### config.mk
export PLATFORM = sky130hd
export DESIGN_NAME = r2sdf_bf_stage
export DESIGN_NICKNAME = d
export VERILOG_FILES = /design/src/rtl/r2sdf_bf_stage.sv
export SDC_FILE = /design/constraint.sdc
export NUM_CORES = 1
export LEC_CHECK = 0
export BUFFER_PORTS_ARGS = -buffer_cell sky130_fd_sc_hd__buf_2
export CORE_MARGIN = 1
export CORE_UTILIZATION = 51
export CTS_CLUSTER_DIAMETER = 120
export DETAILED_ROUTE_END_ITERATION = 8
export PLACE_DENSITY = 0.82
export SLEW_MARGIN = 5
export SYNTH_ARGS = -nofsm -noshare
export SYNTH_HDL_FRONTEND = slang
export SYNTH_SLANG_ARGS = --single-unit
### constraint.sdc
create_clock -name iClk -period 4.6 [get_ports iClk]
set_clock_uncertainty 0.2 [all_clocks]
set_input_delay 0.92 -clock iClk [delete_from_list [all_inputs] [get_ports iClk]]
set_output_delay 0.92 -clock iClk [all_outputs]
set_load 0.1 [all_outputs]
### src/rtl/r2sdf_bf_stage.sv
// Radix-2 single-path delay-feedback butterfly stage. It owns the sample counter and the butterfly.
// It also routes data to and from an external DEPTH-deep shift buffer.
module r2sdf_bf_stage #(
    parameter int DATA_W = 35,
    parameter int DEPTH  = 8,
    parameter int SCALE  = 0
) (
    input  logic              iClk,
    input  logic              iRst_n,
    input  logic              iValid,
    input  logic [DATA_W-1:0] iData_Re,
    input  logic [DATA_W-1:0] iData_Im,
    input  logic [DATA_W-1:0] iFb_Re,
    input  logic [DATA_W-1:0] iFb_Im,
    output logic              oFb_En,
    output logic [DATA_W-1:0] oFb_Re,
    output logic [DATA_W-1:0] oFb_Im,
    output logic              oValid,
    output logic              oFirst,
    output logic [DATA_W-1:0] oData_Re,
    output logic [DATA_W-1:0] oData_Im
);
    localparam int CNT_W = $clog2(2 * DEPTH);
    localparam logic [CNT_W-1:0] CNT_BFLY = CNT_W'(DEPTH);

    logic [CNT_W-1:0] cnt;
    logic             primed;
    logic             bfly;
    logic             atBfly;
    logic             emit;
    logic [DATA_W:0]  sumRe;
    logic [DATA_W:0]  sumIm;
    logic [DATA_W:0]  diffRe;
    logic [DATA_W:0]  diffIm;
    logic [DATA_W-1:0] candRe;
    logic [DATA_W-1:0] candIm;

    // Either halve with floor (keeps the stage from growing) or wrap to DATA_W.
    function automatic logic [DATA_W-1:0] fitWidth(input logic [DATA_W:0] v);
        if (SCALE != 0)
            return v[DATA_W:1];
        else
            return v[DATA_W-1:0];
    endfunction

    assign bfly   = cnt[CNT_W-1];
    assign atBfly = (cnt == CNT_BFLY);
    assign emit   = primed | atBfly;

    assign sumRe  = {iFb_Re[DATA_W-1], iFb_Re} + {iData_Re[DATA_W-1], iData_Re};
    assign sumIm  = {iFb_Im[DATA_W-1], iFb_Im} + {iData_Im[DATA_W-1], iData_Im};
    assign diffRe = {iFb_Re[DATA_W-1], iFb_Re} - {iData_Re[DATA_W-1], iData_Re};
    assign diffIm = {iFb_Im[DATA_W-1], iFb_Im} - {iData_Im[DATA_W-1], iData_Im};

    assign oFb_En = iValid;
    assign oFb_Re = bfly ? fitWidth(diffRe) : iData_Re;
    assign oFb_Im = bfly ? fitWidth(diffIm) : iData_Im;
    assign candRe = bfly ? fitWidth(sumRe) : iFb_Re;
    assign candIm = bfly ? fitWidth(sumIm) : iFb_Im;

    // Until the first butterfly phase, the buffer content is stale, so FILL samples are not emitted.
    always_ff @(posedge iClk) begin
        if (!iRst_n) begin
            cnt      <= '0;
            primed   <= 1'b0;
            oValid   <= 1'b0;
            oFirst   <= 1'b0;
            oData_Re <= '0;
            oData_Im <= '0;
        end else if (iValid) begin
            cnt    <= cnt + 1'b1;
            oValid <= emit;
            oFirst <= atBfly;
            if (atBfly)
                primed <= 1'b1;
            if (emit) begin
                oData_Re <= candRe;
                oData_Im <= candIm;
            end
        end else begin
            oValid <= 1'b0;
            oFirst <= 1'b0;
        end
    end
endmodule

==> flow_metrics.tcl <==
set metrics [dict create \
    min_period_ps 4940 \
    initial_core_util 0.519 \
    vdd_drop_max_mv 0.163 \
    nets 2398 \
    status "finished, violations left" \
    io_buffers 285 \
    synth_top_area_frac 0.148 \
    powerDensity_mw_per_mm2 203 \
    clockPowerShare 0.221 \
    route.detailed.drc 0 \
    p_seq_frac 0.193 \
    yosys_most_used_dff "dfxtp_1" \
    postCtsHoldBufs 0 \
    cpPeakStageDelay_ps 400 \
    max_slew.worst_pin.slew_ps 1160 \
    comb_power_share 0.585 \
    netlist_area_mm2 0.0117 \
    clkLatencyLatePin_ps 350 \
    ys_warn_count 0 \
    cap_violations 0 \
    antenna_found_initial 4 \
    slew_headroom 0.225 \
    fill_cells 1665 \
    first_pass_iters 6 \
    rsz0062_at_grt "true" \
    ys_async_sr_fraction 0 \
    gp_congestion 1.03 \
    ys_seq_area_frac 0.132 \
    crit_type "in -> out" \
    wirelength_um 44800 \
    finalSetupViolations 21 \
    endpoint_kind "output pin" \
    grt_pass1_vias 13649 \
    path_delay_family "compound AO/OA/AOI/OAI gates" \
    coreArea_mm2 0.0226 \
    dp.cells 2364 \
    finalNonFillerCells 2408 \
    cp_cell_sequence "buf_6 -> inv_4 -> ha_4 -> inv_2 -> fa_2 -> a21oi_4 -> o221ai_2 -> o21ai_1 -> buf_4 -> nand3b_1 -> o211ai_1 -> a21oi_2 -> a311o_1 -> buf_6 -> a21oi_2 -> a21oi_4 -> xnor2_4 -> buf_12" \
    cts.htree.levels 3 \
    final_util 0.756 \
    intPower_w 0.00193 \
    numCtsBuffers 9 \
    cts_tree "built" \
    yosys-top-cells-count "183 x nor2_1, 180 x a21oi_1, 138 x ha_1, 138 x inv_1, 108 x nand2_1" \
    synth_edf_count 0 \
    die_y_um 153 \
    ant_nets 0 \
    netlist_instances 1677 \
    syn_nets 1962 \
    placed_area_mm2 0.0160 \
    worstPathRequired_ps 3480 \
    num_vias 14474 \
    yosys-top-cells-area "ha_1 15%, dfxtp_1 13%, a21oi_1 7.7%" \
    clockBufferDepth 2 \
    cp_max_fo 3 \
    drive_above_1_share 0.339 \
    drt_iter0_drc 1239 \
    swShare 0.442 \
    fmax_mhz 202 \
    ys_types 95 \
    grt-ovfl-total 0 \
    grt_pass1_wl_um 69000 \
    cp.arrival_ps 3820 \
    startpoint_type "input port" \
    min_path_type "reg -> reg" \
    die-area_mm2 0.0236 \
    violations "setup timing" \
    power.switching_w 0.00153 \
    yosysTopAreaCell "ha_1" \
    viasPerCell 6.01 \
    hpwl_um 33800 \
    area_growth_pct 45.7 \
    pin_count 286 \
    grt_usage 0.363 \
    path_clk_slew_ps 70 \
    clock-sinks 77 \
    hold_violations 0 \
    crit_slowest_cell "fa_2" \
    final_area_mm2 0.0171 \
    yosysMostFrequentCell "nor2_1" \
    rows 55 \
    ys_seq_elements 77 \
    grt_max_degree 94 \
    syn_avg_cell_area_um2 6.98 \
    detail_route.wl_per_cell_um 18.6 \
    drv_slew 0 \
    cp_num_buf_inv 6 \
    finalCritPeriodShare 1.07 \
    cts-root-buf "clkbuf_16" \
    die_x_um 153 \
    fin_ws_ps -344 \
    leakagePower_nw 7.88 \
]
-- stage by stage --
step | total power [W] | setup WS [ps] | TNS, ps | hold slack (ps)
5_1_grt | 0.00362 | -443 | -5470 | 278
4_1_cts | 0.00339 | -305 | -2590 | 250
6_report | 0.00347 | -344 | -3010 | 248
2_1_floorplan | 0.00190 | -477 | -1820 | 260
3_5_place_dp | 0.00255 | -697 | -8510 | 241
3_3_place_gp | 0.00253 | -485 | -5850 | 236
-- routing by layer --
metal  GRT usage  part of all wire
met1       0.467              0.41
met2       0.599              0.46
met3      0.0454             0.078
met4       0.178             0.044
met5           0                 0
-- final cells by class --
| class | count | area (um2) | area share |
|---|---|---|---|
| antenna | 5 | 12.5 | 0.000734 |
| multi-input combinational | 1352 | 10100 | 0.594 |
| timing repair buffer | 528 | 4140 | 0.243 |
| sequential | 77 | 1550 | 0.0906 |
| clock inverter | 5 | 60.1 | 0.00352 |
| clock buffer | 11 | 233 | 0.0136 |
| inverter | 145 | 579 | 0.0340 |
| tap | 285 | 357 | 0.0209 |
-- repair_timing --
| item | CTS | global route |
|---|---|---|
| gates cloned | 0 | 0 |
| endpoints found under the setup margin | 33 | 39 |
| gates resized for setup | 76 | 37 |
| pin swaps | 53 | 43 |
| setup buffers | 17 | 9 |
-- power groups by stage --
stage          logic, W  clock network, W  registers (W)
6_report        0.00203          0.000767       0.000670
5_1_grt         0.00216          0.000794       0.000670
4_1_cts         0.00195          0.000773       0.000670
3_5_place_dp    0.00186                 0       0.000685
3_3_place_gp    0.00184                 0       0.000685
2_1_floorplan   0.00121                 0       0.000686
-- cell usage in the layout (no fill, tap or decap), types with 10 or more instances in the layout --
cell type | Yosys | routed
buf_4 | 2 | 233
buf_2 | 15 | 225
nor2_1 | 183 | 181
a21oi_1 | 180 | 162
ha_1 | 138 | 131
inv_1 | 138 | 130
nand2_1 | 108 | 107
xnor2_1 | 93 | 80
dfxtp_1 | 77 | 76
nand3_1 | 65 | 62
o21ai_0 | 83 | 60
buf_12 | 0 | 54
a211oi_1 | 44 | 38
a21o_1 | 33 | 33
o21bai_1 | 32 | 32
nor3_1 | 30 | 29
o21ai_1 | 31 | 28
nor2b_1 | 25 | 24
o21ai_2 | 1 | 22
nand2b_1 | 20 | 20
mux2i_1 | 37 | 20
a21oi_2 | 3 | 18
o211ai_1 | 17 | 17
nor4_1 | 15 | 15
mux2i_4 | 0 | 15
buf_6 | 1 | 15
a31oi_1 | 16 | 12
or3_1 | 13 | 12
nand4_1 | 11 | 11
xnor2_2 | 0 | 11
inv_2 | 5 | 10
-- final timing paths --
| path | from | to | slack [ps] | cells after the start |
|---|---|---|---|---|
| hold / removal | oData_Re[5]$_SDFFE_PN0P_ | oData_Re[5]$_SDFFE_PN0P_ | 250 | 2 |
| setup reg to reg | cnt[3]$_SDFFE_PN0P_ | oData_Re[13]$_SDFFE_PN0P_ | 1040 | 8 |
| hold reg to reg | oData_Re[5]$_SDFFE_PN0P_ | oData_Re[5]$_SDFFE_PN0P_ | 250 | 2 |
| setup / recovery | iFb_Re[0] | oFb_Re[34] | -340 | 18 |
-- worst reg2reg max path, stage by stage, from the launching register on --
cell and delay (ps):
dfxtp_4 490, inv_2 230, buf_4 530, nor3b_1 230, o21ai_4 670, buf_4 610, a211oi_1 210, a21oi_1 180
nor2_1 50
-- cells by family after synthesis --
family / after synthesis / share of synthesized area
adder cells (fa/ha/maj): 142 / 0.154
buffers and inverters: 248 / 0.0824
XOR/XNOR: 103 / 0.0771
AND/OR/NAND/NOR: 515 / 0.208
flip-flops: 77 / 0.132
AO/OA/AOI/OAI: 552 / 0.312
multiplexers: 40 / 0.0345
-- sequential cells by signal (all words and copies together), names as in the netlist --
register and cells:
oData_Im 35, oData_Re 35, cnt 4, oFirst 1, oValid 1, primed 1
(Power assumes the default switching activity.)
